===== config.mk =====
export PLATFORM = sky130hd
export DESIGN_NAME = johnson_phase_tracker
export DESIGN_NICKNAME = d
export VERILOG_FILES = /design/src/rtl/johnson_phase_tracker.sv
export SDC_FILE = /design/constraint.sdc
export NUM_CORES = 1
export LEC_CHECK = 0
export CAP_MARGIN = 5
export CORE_MARGIN = 4
export CORE_UTILIZATION = 40
export DETAILED_ROUTE_END_ITERATION = 10
export GPL_TIMING_DRIVEN = 0
export HOLD_SLACK_MARGIN = 0.1
export PLACE_DENSITY = 0.63
export SLEW_MARGIN = 15
export SYNTH_ARGS = -nofsm -noshare
export SYNTH_HDL_FRONTEND = slang
export SYNTH_SLANG_ARGS = --single-unit

===== constraint.sdc =====
create_clock -name clk -period 3.2 [get_ports clk]
set_input_delay 0.48 -clock clk [delete_from_list [all_inputs] [get_ports clk]]
set_output_delay 0.48 -clock clk [all_outputs]
set_load 0.02 [all_outputs]

===== src/rtl/johnson_phase_tracker.sv =====
// Johnson counter phase tracker: legality and order checks, phase decode,
// lock FSM, wrap pulse and a saturating error count.
module johnson_phase_tracker #(
    parameter int WIDTH    = 4,
    parameter int LOCK_CNT = 3,
    parameter int ERR_W    = 8,
    localparam int N       = 2 * WIDTH,
    localparam int IW      = $clog2(N)
) (
    input  logic             clk,
    input  logic             reset,
    input  logic [WIDTH-1:0] code_in,
    input  logic             code_valid,
    input  logic             clear_err,
    output logic [IW-1:0]    phase_idx,
    output logic [N-1:0]     phase_onehot,
    output logic             locked,
    output logic             wrap_pulse,
    output logic             illegal_code,
    output logic             seq_err,
    output logic [ERR_W-1:0] err_count
);

    localparam int GW = $clog2(LOCK_CNT + 1);

    localparam logic [1:0] UNLOCKED = 2'd0;
    localparam logic [1:0] ACQUIRE  = 2'd1;
    localparam logic [1:0] LOCKED   = 2'd2;

    logic [1:0]       r_state;
    logic [GW-1:0]    r_good;
    logic [IW-1:0]    r_idx;
    logic [ERR_W-1:0] r_err;
    logic             r_wrap;
    logic             r_ill;
    logic             r_seq;

    logic             w_legal;
    logic [IW-1:0]    w_idx;
    logic [IW-1:0]    w_next_idx;
    logic             w_succ;
    logic             w_stall;
    logic             w_seq;
    logic             w_err;
    logic [GW-1:0]    w_good_nx;

    // Each legal code is either k ones from the MSB or m ones from the LSB.
    always_comb begin
        w_legal = 1'b0;
        w_idx   = '0;
        for (int k = 0; k < WIDTH; k++) begin
            if (code_in == WIDTH'((1 << k) - 1)) begin
                w_legal = 1'b1;
                w_idx   = (k == 0) ? '0 : IW'(N - k);
            end
            if (code_in == WIDTH'(~((1 << (WIDTH - 1 - k)) - 1))) begin
                w_legal = 1'b1;
                w_idx   = IW'(k + 1);
            end
        end
    end

    assign w_next_idx = (r_idx == IW'(N - 1)) ? '0 : r_idx + IW'(1);
    assign w_succ     = w_legal && (w_idx == w_next_idx);
    assign w_stall    = w_legal && (w_idx == r_idx);
    assign w_seq      = w_legal && (r_state != UNLOCKED) && !w_succ && !w_stall;
    assign w_err      = code_valid && (!w_legal || w_seq);
    assign w_good_nx  = r_good + GW'(1);

    always_ff @(posedge clk) begin
        if (reset) begin
            r_state <= UNLOCKED;
            r_good  <= '0;
            r_idx   <= '0;
            r_err   <= '0;
            r_wrap  <= 1'b0;
            r_ill   <= 1'b0;
            r_seq   <= 1'b0;
        end else begin
            r_wrap <= 1'b0;
            r_ill  <= 1'b0;
            r_seq  <= 1'b0;
            if (clear_err)
                r_err <= '0;
            else if (w_err && (r_err != {ERR_W{1'b1}}))
                r_err <= r_err + ERR_W'(1);
            if (code_valid) begin
                if (!w_legal) begin
                    r_ill   <= 1'b1;
                    r_state <= UNLOCKED;
                end else begin
                    r_idx <= w_idx;
                    case (r_state)
                        UNLOCKED: begin
                            r_state <= ACQUIRE;
                            r_good  <= '0;
                        end
                        ACQUIRE: begin
                            if (w_succ) begin
                                r_good <= w_good_nx;
                                if (w_good_nx == GW'(LOCK_CNT))
                                    r_state <= LOCKED;
                            end else if (!w_stall) begin
                                r_seq  <= 1'b1;
                                r_good <= '0;
                            end
                        end
                        LOCKED: begin
                            if (w_succ) begin
                                r_wrap <= (r_idx == IW'(N - 1));
                            end else if (!w_stall) begin
                                r_seq   <= 1'b1;
                                r_state <= ACQUIRE;
                                r_good  <= '0;
                            end
                        end
                        default: begin
                            r_state <= UNLOCKED;
                            r_good  <= '0;
                        end
                    endcase
                end
            end
        end
    end

    assign locked       = (r_state == LOCKED);
    assign phase_idx    = r_idx;
    assign phase_onehot = locked ? (N'(1) << r_idx) : '0;
    assign wrap_pulse   = r_wrap;
    assign illegal_code = r_ill;
    assign seq_err      = r_seq;
    assign err_count    = r_err;

endmodule


==> results of run 1 <==
==> cells by family after synthesis <==
| logic type | count (synthesis) | synth area share, % |
|---|---|---|
| XOR/XNOR | 1 | 0.619 |
| adder cells (fa/ha/maj) | 12 | 10.6 |
| AO/OA/AOI/OAI | 48 | 23.4 |
| flip-flops | 18 | 25.5 |
| buffers and inverters | 22 | 6.98 |
| multiplexers | 3 | 2.12 |
| AND/OR/NAND/NOR | 78 | 30.8 |
==> cell usage after synthesis, drive strengths merged, types with 3 or more instances <==
| library cell | n | area [µm²] |
|---|---|---|
| ha | 12 | 150 |
| nor3 | 5 | 30.0 |
| nor2b | 3 | 18.8 |
| clkbuf | 4 | 16.3 |
| a31oi | 7 | 43.8 |
| a211oi | 5 | 37.5 |
| or2 | 3 | 21.3 |
| inv | 12 | 45.0 |
| a21oi | 9 | 45.0 |
| buf | 6 | 37.5 |
| and2 | 5 | 31.3 |
| or3 | 6 | 37.5 |
| dfxtp | 18 | 360 |
| nand2 | 14 | 52.6 |
| and3 | 6 | 37.5 |
| o21ai | 10 | 50.1 |
| nor2 | 13 | 48.8 |
| mux2i | 3 | 30.0 |
| nand4 | 4 | 25.0 |
| nand3 | 7 | 35.0 |
==> registers in the layout (all words and copies together) (netlist names) <==
name / count
err_count: 8
wrap_pulse: 1
illegal_code: 1
r_good: 2
r_state: 2
phase_idx: 3
seq_err: 1
==> cell usage in the layout (no fill, tap or decap), drive strengths merged, types with 2 or more instances in the layout <==
cell type      count
a211oi             5
clkdlybuf4s50     28
nor2              13
ha                12
mux2i              3
nand2             14
and2               5
and3               6
o31a               2
nor3               5
o31ai              2
buf                6
a31oi              7
nor2b              3
nand3              7
a21oi              9
o21ai             10
or2                3
or3b               2
nand3b             2
nand4              4
clkbuf             7
or3                6
inv               12
dfxtp             18
o22ai              2
==> routing by layer <==
layer / global-route usage [%] / vias up / part of all wire (%)
li1: - / 730 / -
met1: 21.7 / 682 / 48
met2: 27.7 / 42 / 46
met3: 3.66 / 4 / 5.0
met4: 4.30 / 0 / 0.64
met5: 0 / - / 0
==> worst paths after layout <==
kind / to / cells past startpoint / slack, ns
max reg2reg: err_count[4] / 10 / 0.15
min reg2reg: r_good[1] / 2 / 0.51
max: err_count[4] / 10 / 0.15
min: r_good[1] / 2 / 0.51
==> worst min-delay path, cell delays in order (launching register included) <==
cell and delay, ns:
sky130_fd_sc_hd__dfxtp_1 0.33, sky130_fd_sc_hd__nand4_1 0.07, sky130_fd_sc_hd__o21ai_0 0.07
==> through the flow <==
stage	total power, µW	hold WS, ns	std cells
2_1_floorplan	340	0.444	182
3_3_place_gp	379	0.462	256
3_5_place_dp	383	0.491	256
4_1_cts	497	0.505	259
5_1_grt	527	0.550	259
6_report	499	0.507	259
==> power breakdown <==
group / internal (µW) / switching, µW / leakage, µW
sequential: 229 / 5.54 / 0.000146
clock: 43.8 / 68.2 / 0.0000138
combinational: 62.7 / 89.7 / 0.000522
==> what timing repair did <==
item / 4_1_cts / 5_1_grt
setup buffers: 0 / 0
resized for setup: 1 / 4
setup endpoints to repair: 3 / 3
==> cell type report <==
class	instances	area (µm²)
timing repair buffer	28	280
tap	46	57.6
inverter	12	45.0
clock buffer	3	22.5
buffer	10	53.8
multi-input combinational	142	986
sequential	18	360
fill	317	1580
==> impl_results.html, run 1 <==
<table>
<tr><th>Metric</th><th>Value</th></tr>
<tr><th colspan="2">Drt</th></tr>
<tr><td>Violation count after the first detailed-routing iteration</td><td>86</td></tr>
<tr><td>First drt pass iteration count</td><td>4</td></tr>
<tr><td>Average via count per standard cell</td><td>5.63</td></tr>
<tr><td>Post-DR wirelength/cell</td><td>13.9 µm</td></tr>
<tr><td>Routed via count</td><td>1,458</td></tr>
<tr><td>Detailed-route wire length</td><td>3.59 mm</td></tr>
<tr><td># DRC</td><td>0</td></tr>
<tr><td>Antenna violation net count after detailed routing</td><td>0</td></tr>
<tr><th colspan="2">Timing</th></tr>
<tr><td>Final count of pins violating max slew</td><td>0</td></tr>
<tr><td>Post-route worst setup slack</td><td>0.153 ns</td></tr>
<tr><td>Share of the cycle needed by the critical path after routing</td><td>95.2%</td></tr>
<tr><td>Worst slew margin relative to its limit</td><td>68.2%</td></tr>
<tr><td>Least-Margin Pin Slew</td><td>0.474 ns</td></tr>
<tr><td>Crit path time final</td><td>3.05 ns</td></tr>
<tr><td>Final setup skew</td><td>0.00691 ns</td></tr>
<tr><td>Final Hold Viols</td><td>0</td></tr>
<tr><td>Total of endpoints with negative setup slack in the final report</td><td>0</td></tr>
<tr><td>Final sum of negative setup slack</td><td>0 ns</td></tr>
<tr><td>Setup repair after global routing missed its margin</td><td>false</td></tr>
<tr><td>Maximum frequency from static timing analysis</td><td>328 MHz</td></tr>
<tr><th colspan="2">Worst hold path</th></tr>
<tr><td>Path class of the lowest-slack min-delay path</td><td>flip-flop to flip-flop</td></tr>
<tr><td>Hold wc startpoint</td><td>r_good[1]</td></tr>
<tr><th colspan="2">Placement</th></tr>
<tr><td>Area post-placement</td><td>0.00175 mm²</td></tr>
<tr><td>PortBufs</td><td>28</td></tr>
<tr><td>Detail Placement HPWL</td><td>2.81 mm</td></tr>
<tr><td>Final Wtd Congestion</td><td>0.875</td></tr>
<tr><td>Setup slack after placement</td><td>0.00412 ns</td></tr>
<tr><th colspan="2">Clock tree</th></tr>
<tr><td>Post-CTS Hold Buffers</td><td>0</td></tr>
<tr><td>Clock network latency to the later pin of the worst-skew pair</td><td>0.29 ns</td></tr>
<tr><td>Number of sinks driven by the clock tree</td><td>18</td></tr>
<tr><td>TritonCTS clock tree</td><td>built</td></tr>
<tr><td>Root buffer cell</td><td>sky130_fd_sc_hd__clkbuf_4</td></tr>
<tr><td>Clock Tree Buf Depth</td><td>2</td></tr>
<tr><td>Clock slew seen by the registers of the worst setup and hold paths</td><td>0.10 ns</td></tr>
<tr><td>Number of buffers inserted during clock tree synthesis</td><td>3</td></tr>
<tr><td>Depth of the CTS H-tree</td><td>1</td></tr>
<tr><th colspan="2">Job</th></tr>
<tr><td>MaxCap Viol Count</td><td>0</td></tr>
<tr><th colspan="2">Synth</th></tr>
<tr><td>Fraction of the yosys area taken by sequential cells</td><td>25.5%</td></tr>
<tr><td>Number of flops mapped to enable cells by yosys</td><td>0</td></tr>
<tr><td>Most used flip-flop cell after synthesis</td><td>sky130_fd_sc_hd__dfxtp_1</td></tr>
<tr><td>Synth Warn #</td><td>0</td></tr>
<tr><td>Number of instances in the synthesized netlist</td><td>182</td></tr>
<tr><td>Nets in the synthesized netlist</td><td>202</td></tr>
<tr><td>Syn Std Cell Area</td><td>0.00142 mm²</td></tr>
<tr><td>Post-synthesis average cell area</td><td>7.78 µm²</td></tr>
<tr><td>Cell variety after synth</td><td>52</td></tr>
<tr><td>Share of flip-flops with an asynchronous set or reset</td><td>0%</td></tr>
<tr><td>Number of storage elements in the synthesis netlist</td><td>18</td></tr>
<tr><th colspan="2">Run status</th></tr>
<tr><td>Result of the run</td><td>finished, final reports clean</td></tr>
<tr><th colspan="2">Floorplan</th></tr>
<tr><td>Die footprint</td><td>0.00455 mm²</td></tr>
<tr><td>Overall die width</td><td>67.5 µm</td></tr>
<tr><td>Area inside the core boundary</td><td>0.00339 mm²</td></tr>
<tr><td>Die height</td><td>67.5 µm</td></tr>
<tr><td>Std-Cell Rows</td><td>21</td></tr>
<tr><td>Starting utilization of the core area</td><td>41.7%</td></tr>
<tr><td>Top-level port count</td><td>31</td></tr>
<tr><th colspan="2">Global routing</th></tr>
<tr><td>Number of antenna violations at the first check in global routing</td><td>0</td></tr>
<tr><td>Global-route usage over all layers</td><td>16.7%</td></tr>
<tr><td>Wire length of the first global-routing pass</td><td>5.89 mm</td></tr>
<tr><td>Pin count of the biggest net entering global routing</td><td>11</td></tr>
<tr><td>Vias in the first global route</td><td>1,317</td></tr>
<tr><td>Total congestion overflow</td><td>0</td></tr>
<tr><th colspan="2">Cells and area</th></tr>
<tr><td>Layout area overhead</td><td>27.6%</td></tr>
<tr><td>Final core occ</td><td>53.3%</td></tr>
<tr><td>Number of antenna repair diodes</td><td>0</td></tr>
<tr><td>Final standard cell area without fillers</td><td>0.00181 mm²</td></tr>
<tr><td>Final Net Count</td><td>235</td></tr>
<tr><td>Share of cells above drive strength 1</td><td>11.3%</td></tr>
<tr><th colspan="2">Worst setup path</th></tr>
<tr><td>Critical path data arrival time</td><td>3.28 ns</td></tr>
<tr><td>Worst Setup Path Type</td><td>flip-flop to flip-flop</td></tr>
<tr><td>CP Launch Type</td><td>flip-flop</td></tr>
<tr><td>Critical-path cell list</td><td>clkbuf_2 &gt; inv_1 &gt; ha_1 &gt; nor2b_1 &gt; a41o_1 &gt; a211oi_4 &gt; nor3_4 &gt; o31a_1 &gt; or4_1 &gt; a21oi_1</td></tr>
<tr><td>Required time of the critical path</td><td>3.44 ns</td></tr>
<tr><td>Critical-path cell with the highest stage delay</td><td>sky130_fd_sc_hd__or4_1</td></tr>
<tr><td>Crit path launch</td><td>phase_idx[0]</td></tr>
<tr><td>Biggest fanout along the worst timing path</td><td>8</td></tr>
<tr><td>Buffers and inverters on the worst path</td><td>2</td></tr>
<tr><td>Worst flop-to-flop path startpoint</td><td>phase_idx[0]</td></tr>
<tr><td>Endpoint kind of the worst setup timing path</td><td>flip-flop</td></tr>
<tr><td>Family of cells with the greatest summed delay on the critical path</td><td>compound AO/OA/AOI/OAI gates</td></tr>
<tr><td>Critical path's largest stage delay</td><td>0.49 ns</td></tr>
<tr><th colspan="2">Power</th></tr>
<tr><td>Leakage power</td><td>0.000681 µW</td></tr>
<tr><td>Worst vdd ir</td><td>0.198 mV</td></tr>
<tr><td>Power density over cell area</td><td>277 mW/mm²</td></tr>
</table>
No activity file was read; power rests on OpenSTA's default activity.
==> inputs of run 2 (changes only) <==
Settings changed: ABC_AREA set to 1, SLEW_MARGIN 15 to 20.
Clock period 3.2 ns to 3.92 ns, I/O delays scaled along.
==> run 2 against run 1 <==
Die area increased by 0.39%. Non-clock buffer count shrank 7. Clock-buffer cell count rose by 1. First-iteration DRC count decreased by 8.1%. Critical endpoint is now phase_onehot[2]. Area after synthesis increased by 0.44%. Critical path type is now flip-flop to output port. Final cell count rose by 15%.
==> impl_results.html, run 2 <==
<table>
<tr><th>Metric</th><th>Value</th></tr>
<tr><th colspan="2">Synth</th></tr>
<tr><td>Syn Std Cell Area</td><td>0.00142 mm² (+0.44%)</td></tr>
<tr><td>Synth top area cells</td><td>sky130_fd_sc_hd__dfxtp_1, sky130_fd_sc_hd__nand2_1, sky130_fd_sc_hd__ha_1</td></tr>
<tr><td>Number of storage elements in the synthesis netlist</td><td>18 (unchanged)</td></tr>
<tr><td>Share of flip-flops with an asynchronous set or reset</td><td>0% (unchanged)</td></tr>
<tr><td>Synth Warn #</td><td>0 (unchanged)</td></tr>
<tr><td>Fraction of the yosys area taken by sequential cells</td><td>25.4% (-0.11 points)</td></tr>
<tr><td>Most frequent cell after synthesis</td><td>sky130_fd_sc_hd__nand2_1</td></tr>
<tr><td>Number of flops mapped to enable cells by yosys</td><td>0 (unchanged)</td></tr>
<tr><td>Post-synthesis average cell area</td><td>6.55 µm² (-16%)</td></tr>
<tr><td>Most used flip-flop cell after synthesis</td><td>sky130_fd_sc_hd__dfxtp_1</td></tr>
<tr><td>Cell accounting for the most synthesized area</td><td>sky130_fd_sc_hd__dfxtp_1</td></tr>
<tr><td>Number of instances in the synthesized netlist</td><td>217 (+19%)</td></tr>
<tr><td>Cell variety after synth</td><td>23 (-56%)</td></tr>
<tr><td>Cell types with the highest counts after synthesis</td><td>sky130_fd_sc_hd__nand2_1, sky130_fd_sc_hd__inv_1, sky130_fd_sc_hd__nand3_1</td></tr>
<tr><td>Nets in the synthesized netlist</td><td>237 (+17%)</td></tr>
<tr><td>Share of Yosys cell area claimed by the top area cell type</td><td>25.4% (-0.11 points)</td></tr>
<tr><th colspan="2">Clock tree</th></tr>
<tr><td>Clock slew seen by the registers of the worst setup and hold paths</td><td>0.11 ns (about the same)</td></tr>
<tr><td>TritonCTS clock tree</td><td>built</td></tr>
<tr><td>Clock Tree Buf Depth</td><td>2 (unchanged)</td></tr>
<tr><td>Number of sinks driven by the clock tree</td><td>18 (unchanged)</td></tr>
<tr><td>Post-cts sizing count</td><td>0 (-1)</td></tr>
<tr><td>Clock network latency to the later pin of the worst-skew pair</td><td>0.30 ns (about the same)</td></tr>
<tr><td>Root buffer cell</td><td>sky130_fd_sc_hd__clkbuf_4</td></tr>
<tr><td>Post-CTS Hold Buffers</td><td>0 (unchanged)</td></tr>
<tr><td>Count of buffers added by post-CTS timing repair for setup</td><td>0 (unchanged)</td></tr>
<tr><td>Depth of the CTS H-tree</td><td>1 (unchanged)</td></tr>
<tr><td>Number of buffers inserted during clock tree synthesis</td><td>3 (unchanged)</td></tr>
<tr><th colspan="2">Placement</th></tr>
<tr><td>Final Wtd Congestion</td><td>0.824 (-5.9%)</td></tr>
<tr><td>Detail Placement HPWL</td><td>2.51 mm (-11%)</td></tr>
<tr><td>PortBufs</td><td>30 (+7.1%)</td></tr>
<tr><th colspan="2">Drt</th></tr>
<tr><td># DRC</td><td>0 (unchanged)</td></tr>
<tr><td>Violation count after the first detailed-routing iteration</td><td>79 (-8.1%)</td></tr>
<tr><td>Average via count per standard cell</td><td>4.72 (-16%)</td></tr>
<tr><td>First drt pass iteration count</td><td>4 (unchanged)</td></tr>
<tr><td>Post-DR wirelength/cell</td><td>10.5 µm (-24%)</td></tr>
<tr><td>Antenna violation net count after detailed routing</td><td>0 (unchanged)</td></tr>
<tr><td>Routed via count</td><td>1,401 (-3.9%)</td></tr>
<tr><td>Detailed-route wire length</td><td>3.12 mm (-13%)</td></tr>
<tr><th colspan="2">Timing</th></tr>
<tr><td>Worst slew margin relative to its limit</td><td>79.1% (+11 points)</td></tr>
<tr><td>Share of the cycle needed by the critical path after routing</td><td>63.8%</td></tr>
<tr><td>Final count of pins violating max slew</td><td>0 (unchanged)</td></tr>
<tr><td>Final Hold Viols</td><td>0 (unchanged)</td></tr>
<tr><td>Total of endpoints with negative setup slack in the final report</td><td>0 (unchanged)</td></tr>
<tr><td>Final setup skew</td><td>0.0102 ns (+0.00327 ns)</td></tr>
<tr><td>Final sum of negative setup slack</td><td>0 ns (unchanged)</td></tr>
<tr><td>Least-Margin Pin Slew</td><td>0.312 ns (-0.161 ns)</td></tr>
<tr><td>Crit path time final</td><td>2.50 ns</td></tr>
<tr><td>Setup repair after global routing missed its margin</td><td>false</td></tr>
<tr><td>Maximum frequency from static timing analysis</td><td>400 MHz</td></tr>
<tr><td>Min Hold Slack</td><td>0.492 ns (-0.0150 ns)</td></tr>
<tr><th colspan="2">Cells and area</th></tr>
<tr><td>Layout area overhead</td><td>27.7%</td></tr>
<tr><td>Final Net Count</td><td>272 (+16%)</td></tr>
<tr><td>Final core occ</td><td>53.6% (+0.30 points)</td></tr>
<tr><td>Layout fillers</td><td>338 (+6.6%)</td></tr>
<tr><td>Most used cells in the layout excluding fill and tap cells</td><td>sky130_fd_sc_hd__nand2_1, sky130_fd_sc_hd__inv_1, sky130_fd_sc_hd__clkdlybuf4s50_1</td></tr>
<tr><td>Share of cells above drive strength 1</td><td>11.6% (+0.29 points)</td></tr>
<tr><td>Most common cell after layout, fill and taps aside</td><td>sky130_fd_sc_hd__nand2_1</td></tr>
<tr><td>Max FFs per register</td><td>8 (unchanged)</td></tr>
<tr><td>Number of antenna repair diodes</td><td>0 (unchanged)</td></tr>
<tr><th colspan="2">Floorplan</th></tr>
<tr><td>Die height</td><td>67.6 µm (+0.19%)</td></tr>
<tr><td>Die footprint</td><td>0.00457 mm² (+0.39%)</td></tr>
<tr><td>Top-level port count</td><td>31 (unchanged)</td></tr>
<tr><td>Std-Cell Rows</td><td>21 (unchanged)</td></tr>
<tr><td>Area inside the core boundary</td><td>0.00339 mm² (unchanged)</td></tr>
<tr><td>Starting utilization of the core area</td><td>41.9% (+0.18 points)</td></tr>
<tr><td>Overall die width</td><td>67.6 µm (+0.19%)</td></tr>
<tr><th colspan="2">Global routing</th></tr>
<tr><td>Vias in the first global route</td><td>1,236 (-6.2%)</td></tr>
<tr><td>Number of antenna violations at the first check in global routing</td><td>0 (unchanged)</td></tr>
<tr><td>Global-route usage over all layers</td><td>14.9% (-1.8 points)</td></tr>
<tr><td>Met3 track utilization from global routing</td><td>3.49% (-0.17 points)</td></tr>
<tr><td>Grt met1 use</td><td>21.1% (-0.60 points)</td></tr>
<tr><td>Pin count of the biggest net entering global routing</td><td>11 (unchanged)</td></tr>
<tr><td>Total congestion overflow</td><td>0 (unchanged)</td></tr>
<tr><td>Met2 track demand over resource in global routing</td><td>22.8% (-4.9 points)</td></tr>
<tr><td>Global route hottest layer</td><td>met2</td></tr>
<tr><td>Wire length of the first global-routing pass</td><td>5.33 mm (-9.6%)</td></tr>
<tr><th colspan="2">Job</th></tr>
<tr><td>MaxCap Viol Count</td><td>0 (unchanged)</td></tr>
<tr><th colspan="2">Worst setup path</th></tr>
<tr><td>Required time of the critical path</td><td>3.33 ns (-0.11 ns)</td></tr>
<tr><td>Worst Setup Path Type</td><td>flip-flop to output port</td></tr>
<tr><td>CP Launch Type</td><td>flip-flop</td></tr>
<tr><td>Endpoint kind of the worst setup timing path</td><td>output port</td></tr>
<tr><td>Critical path data arrival time</td><td>1.91 ns (-1.37 ns)</td></tr>
<tr><td>Biggest fanout along the worst timing path</td><td>8 (unchanged)</td></tr>
<tr><th colspan="2">Worst hold path</th></tr>
<tr><td>Path class of the lowest-slack min-delay path</td><td>flip-flop to flip-flop</td></tr>
<tr><th colspan="2">Power</th></tr>
<tr><td>Worst vdd ir</td><td>0.136 mV (-31%)</td></tr>
<tr><td>Power density over cell area</td><td>244 mW/mm² (-12%)</td></tr>
<tr><td>Leakage power</td><td>0.000832 µW (+22%)</td></tr>
<tr><th colspan="2">Run status</th></tr>
<tr><td>Result of the run</td><td>finished, final reports clean</td></tr>
</table>
==> run 2: cell count changes in the layout (fill, tap and decap cells not counted), moves of 5 or more <==
| cell | delta |
|---|---|
| sky130_fd_sc_hd__a31oi_1 | -7 |
| sky130_fd_sc_hd__and2_1 | -5 |
| sky130_fd_sc_hd__and3_1 | -6 |
| sky130_fd_sc_hd__inv_1 | +21 |
| sky130_fd_sc_hd__nand2_1 | +37 |
| sky130_fd_sc_hd__nand2_2 | +12 |
| sky130_fd_sc_hd__nand3_1 | +15 |
| sky130_fd_sc_hd__nand4_1 | +7 |
| sky130_fd_sc_hd__nor2_1 | +5 |
| sky130_fd_sc_hd__o21ai_0 | -6 |
| sky130_fd_sc_hd__or3_1 | -6 |
==> run 2: cells by family (layout without fill, tap and decap cells) <==
group                      Yosys count  count (layout)  share of synthesized area (%)
AOI/OAI and AO/OA                   17              17                           5.99
xor gates and xnor gates             6               6                           3.70
adders and majority gates           12              12                           10.6
buffers and inverters               36              70                           9.77
DFF                                 18              18                           25.4
and+or+nand+nor                    128             128                           44.6
==> run 2: path summary, 6_finish.rpt <==
kind         slack, ns              end    startpoint  cells after the start
max               1.42  phase_onehot[2]    r_state[0]                      6
min               0.49       r_state[1]    r_state[1]                      2
max reg2reg       1.85        r_good[0]  phase_idx[0]                     15
min reg2reg       0.49       r_state[1]    r_state[1]                      2
==> run 2: area by class of cell <==
type | count | area, µm² | area share (%)
tap | 46 | 57.6 | 3.17
timing repair buffer | 30 | 300 | 16.5
sequential | 18 | 360 | 19.8
multi-input combinational | 163 | 922 | 50.8
inverter | 35 | 134 | 7.37
buffer | 1 | 5.00 | 0.276
clock buffer | 4 | 36.3 | 2.00
==> run 2: worst max-delay path, stage by stage (launching register included) <==
cell                              delay, ns
sky130_fd_sc_hd__dfxtp_1               0.36
sky130_fd_sc_hd__inv_1                 0.08
sky130_fd_sc_hd__ha_1                  0.15
sky130_fd_sc_hd__buf_2                 0.20
sky130_fd_sc_hd__nand2_1               0.12
sky130_fd_sc_hd__nor2_1                0.10
sky130_fd_sc_hd__clkdlybuf4s50_1       0.61
==> run 2: layer usage <==
| metal | part of all wire, % | vias to the layer above |
|---|---|---|
| li1 | - | 765 |
| met1 | 51 | 614 |
| met2 | 45 | 20 |
| met3 | 3.3 | 2 |
| met4 | 0.55 | 0 |
| met5 | 0 | - |
==> run 2: where the power goes <==
| part | switching (µW) | internal [µW] |
|---|---|---|
| clock | 60.6 | 56.6 |
| combinational | 84.2 | 47.5 |
| sequential | 6.37 | 188 |
| total | 151 | 292 |
==> run 2: through the flow <==
step	total power, µW	worst slack [ns]	std cells	area [µm²]
final	443	1.42	297	1820
after global routing	474	1.28	297	1820
after CTS	449	1.39	297	1820
after detailed placement	331	1.49	293	1780
after global placement	331	1.50	293	1780
after floorplan	292	2.01	217	1420
==> inputs of run 3 (changes only) <==
Settings changed: PLACE_DENSITY 0.63 to 0.65.
Clock period 3.92 ns to 2.2 ns, I/O delays scaled along.
==> run 3 against run 2 <==
Utilization increased by 0.074 points. Worst setup slack got worse by 1.2 ns. Combinational power increased by 80%. Clock-buffer cell count unchanged. Clock skew decreased by 0.0021 ns. Flip-flop and latch count unchanged. Total power increased by 78%. Highest routed layer unchanged. Via count increased by 3.5%. Critical path depth unchanged.
==> impl_results.html, run 3 (synthesized netlist as in run 2, its figures left out) <==
<table>
<tr><th>Metric</th><th>Value</th></tr>
<tr><th colspan="2">Run status</th></tr>
<tr><td>Result of the run</td><td>finished, final reports clean</td></tr>
<tr><th colspan="2">Floorplan</th></tr>
<tr><td>Top-level port count</td><td>31 (unchanged)</td></tr>
<tr><td>Area inside the core boundary</td><td>0.00339 mm² (unchanged)</td></tr>
<tr><td>Die footprint</td><td>0.00457 mm² (unchanged)</td></tr>
<tr><td>Die height</td><td>67.6 µm (unchanged)</td></tr>
<tr><td>Starting utilization of the core area</td><td>41.9% (unchanged)</td></tr>
<tr><td>Overall die width</td><td>67.6 µm (unchanged)</td></tr>
<tr><td>Std-Cell Rows</td><td>21 (unchanged)</td></tr>
<tr><th colspan="2">Worst setup path</th></tr>
<tr><td>Critical path data arrival time</td><td>1.66 ns (-0.25 ns)</td></tr>
<tr><td>Capture point of the worst path</td><td>phase_onehot[1]</td></tr>
<tr><td>Path depth of the worst reg2reg path</td><td>14 (-1)</td></tr>
<tr><td>Biggest fanout along the worst timing path</td><td>8 (unchanged)</td></tr>
<tr><td>Worst R2R Setup Slack</td><td>0.23 ns (-1.62 ns)</td></tr>
<tr><td>Endpoint kind of the worst setup timing path</td><td>output port</td></tr>
<tr><td>Critical path's largest stage delay</td><td>0.35 ns (-0.26 ns)</td></tr>
<tr><td>Worst Setup Path Type</td><td>flip-flop to output port</td></tr>
<tr><td>CP Launch Type</td><td>flip-flop</td></tr>
<tr><td>Critical-path cell with the highest stage delay</td><td>sky130_fd_sc_hd__dfxtp_1</td></tr>
<tr><td>Worst flop-to-flop path startpoint</td><td>phase_idx[0]</td></tr>
<tr><td>Critical-path cell list</td><td>inv_1 &gt; ha_1 &gt; buf_2 &gt; nand2_1 &gt; nor2_1 &gt; dlygate4sd2_1</td></tr>
<tr><td>Crit path launch</td><td>r_state[0]</td></tr>
<tr><td>Required time of the critical path</td><td>1.87 ns (-1.46 ns)</td></tr>
<tr><td>Destination of the worst register-to-register timing path</td><td>err_count[2]</td></tr>
<tr><th colspan="2">Cells and area</th></tr>
<tr><td>Max FFs per register</td><td>8 (unchanged)</td></tr>
<tr><td>Share of cells above drive strength 1</td><td>12.4% (+0.80 points)</td></tr>
<tr><td>Most used cells in the layout excluding fill and tap cells</td><td>sky130_fd_sc_hd__nand2_1, sky130_fd_sc_hd__inv_1, sky130_fd_sc_hd__nand3_1, sky130_fd_sc_hd__clkdlybuf4s50_1, sky130_fd_sc_hd__nor2_1</td></tr>
<tr><td>Most common cell after layout, fill and taps aside</td><td>sky130_fd_sc_hd__nand2_1</td></tr>
<tr><td>Final Net Count</td><td>272 (unchanged)</td></tr>
<tr><td>Final standard cell area without fillers</td><td>0.00182 mm² (+0.14%)</td></tr>
<tr><td>Layout area overhead</td><td>27.9%</td></tr>
<tr><td>Number of antenna repair diodes</td><td>0 (unchanged)</td></tr>
<tr><th colspan="2">Clock tree</th></tr>
<tr><td>Clock network latency to the later pin of the worst-skew pair</td><td>0.30 ns (about the same)</td></tr>
<tr><td>Clock slew seen by the registers of the worst setup and hold paths</td><td>0.11 ns (about the same)</td></tr>
<tr><td>Number of sinks driven by the clock tree</td><td>18 (unchanged)</td></tr>
<tr><td>TritonCTS clock tree</td><td>built</td></tr>
<tr><td>Root buffer cell</td><td>sky130_fd_sc_hd__clkbuf_4</td></tr>
<tr><td>Number of buffers inserted during clock tree synthesis</td><td>3 (unchanged)</td></tr>
<tr><td>Count of buffers added by post-CTS timing repair for setup</td><td>0 (unchanged)</td></tr>
<tr><td>Depth of the CTS H-tree</td><td>1 (unchanged)</td></tr>
<tr><td>Clock Tree Buf Depth</td><td>2 (unchanged)</td></tr>
<tr><td>Post-CTS Hold Buffers</td><td>0 (unchanged)</td></tr>
<tr><th colspan="2">Global routing</th></tr>
<tr><td>Wire length of the first global-routing pass</td><td>5.41 mm (+1.6%)</td></tr>
<tr><td>Number of antenna violations at the first check in global routing</td><td>0 (unchanged)</td></tr>
<tr><td>Pin count of the biggest net entering global routing</td><td>11 (unchanged)</td></tr>
<tr><td>Vias in the first global route</td><td>1,214 (-1.8%)</td></tr>
<tr><td>Global-route usage over all layers</td><td>15.3% (+0.35 points)</td></tr>
<tr><td>Total congestion overflow</td><td>0 (unchanged)</td></tr>
<tr><th colspan="2">Timing</th></tr>
<tr><td>Total of endpoints with negative setup slack in the final report</td><td>0 (unchanged)</td></tr>
<tr><td>Final setup skew</td><td>0.00804 ns (-0.00214 ns)</td></tr>
<tr><td>Final count of pins violating max slew</td><td>0 (unchanged)</td></tr>
<tr><td>Crit path time final</td><td>1.99 ns</td></tr>
<tr><td>Worst slew margin relative to its limit</td><td>79.3% (+0.22 points)</td></tr>
<tr><td>Final sum of negative setup slack</td><td>0 ns (unchanged)</td></tr>
<tr><td>Setup repair after global routing missed its margin</td><td>false</td></tr>
<tr><td>Share of the cycle needed by the critical path after routing</td><td>90.3%</td></tr>
<tr><td>Least-Margin Pin Slew</td><td>0.309 ns (-0.00329 ns)</td></tr>
<tr><td>Final Hold Viols</td><td>0 (unchanged)</td></tr>
<tr><td>Maximum frequency from static timing analysis</td><td>503 MHz</td></tr>
<tr><th colspan="2">Placement</th></tr>
<tr><td>Detail Placement HPWL</td><td>2.57 mm (+2.5%)</td></tr>
<tr><td>Final Wtd Congestion</td><td>0.810 (-1.7%)</td></tr>
<tr><td>PortBufs</td><td>30 (unchanged)</td></tr>
<tr><td>Area post-placement</td><td>0.00178 mm² (unchanged)</td></tr>
<tr><th colspan="2">Drt</th></tr>
<tr><td>First drt pass iteration count</td><td>4 (unchanged)</td></tr>
<tr><td>Routed via count</td><td>1,450 (+3.5%)</td></tr>
<tr><td>Antenna violation net count after detailed routing</td><td>0 (unchanged)</td></tr>
<tr><td># DRC</td><td>0 (unchanged)</td></tr>
<tr><td>Detailed-route wire length</td><td>3.29 mm (+5.6%)</td></tr>
<tr><td>Post-DR wirelength/cell</td><td>11.1 µm (+5.6%)</td></tr>
<tr><td>Violation count after the first detailed-routing iteration</td><td>78 (-1.3%)</td></tr>
<tr><td>Average via count per standard cell</td><td>4.88 (+3.5%)</td></tr>
<tr><th colspan="2">Power</th></tr>
<tr><td>Power density over cell area</td><td>434 mW/mm² (+78%)</td></tr>
<tr><td>Leakage power</td><td>0.000899 µW (+8.1%)</td></tr>
<tr><td>Worst vdd ir</td><td>0.201 mV (+48%)</td></tr>
<tr><th colspan="2">Job</th></tr>
<tr><td>MaxCap Viol Count</td><td>0 (unchanged)</td></tr>
<tr><th colspan="2">Worst hold path</th></tr>
<tr><td>Path class of the lowest-slack min-delay path</td><td>flip-flop to flip-flop</td></tr>
</table>
-- run 3: cell count changes in the layout (fill, tap and decap cells not counted), sizes merged --
| cell | change |
|---|---|
| dlygate4sd2 | +6 |
| clkdlybuf4s50 | -8 |
| dlymetal6s2s | +2 |
-- run 3: routing by layer --
layer	share of wire, %	routed length [µm]	up-vias	global-route usage, %
li1	-	-	765	-
met1	50	1660	648	21.3
met2	45	1470	33	23.8
met3	4.3	141	4	3.49
met4	0.76	25	0	3.04
met5	0	0	-	0
-- run 3: how the worst min path moves through the flow --
stage | from | to | depth (start not counted)
after floorplan | reset | r_good[1] | 1
after global placement | r_state[1] | r_state[1] | 2
after detailed placement | r_state[1] | r_state[1] | 2
after CTS | r_state[1] | r_state[1] | 2
after global routing | r_state[1] | r_state[1] | 2
final | r_state[1] | r_state[1] | 2
-- run 3: layout make-up --
class	count	area, µm²
fillers	340	1570
plain buffers	1	5.00
multi-input cells	163	922
flip-flops and latches	18	365
clock buffers	4	36.3
well taps	46	57.6
inverters	35	134
repair buffers	30	298
-- run 3: metrics by stage --
stage	util (%)	power [µW]	hold WS [ns]	cells	setup WS (ns)
final	53.6	790	0.493	297	0.213
after global routing	53.6	846	0.525	297	0.0224
after CTS	53.4	799	0.493	297	0.0286
after detailed placement	52.5	591	0.475	293	0.0235
after global placement	52.5	589	0.475	293	0.0526
after floorplan	-	521	0.399	217	0.295
-- run 3: where the power goes --
group          switching [µW]  internal [µW]  total [µW]
Sequential               11.7            335         347
Clock                     105            101         205
Combinational             153           84.5         237
-- run 3: repair_timing --
action	4_1_cts	5_1_grt
setup endpoints to repair	8	6
gates resized for setup	7	4
gates cloned	0	0
-- run 3: critical path: cells and delay by family (launching register included) --
kind                       cells  cell delay, ns
adders and majority gates      1            0.15
buffers and inverters          3            0.62
DFF                            1            0.35
and+or+nand+nor                2            0.22
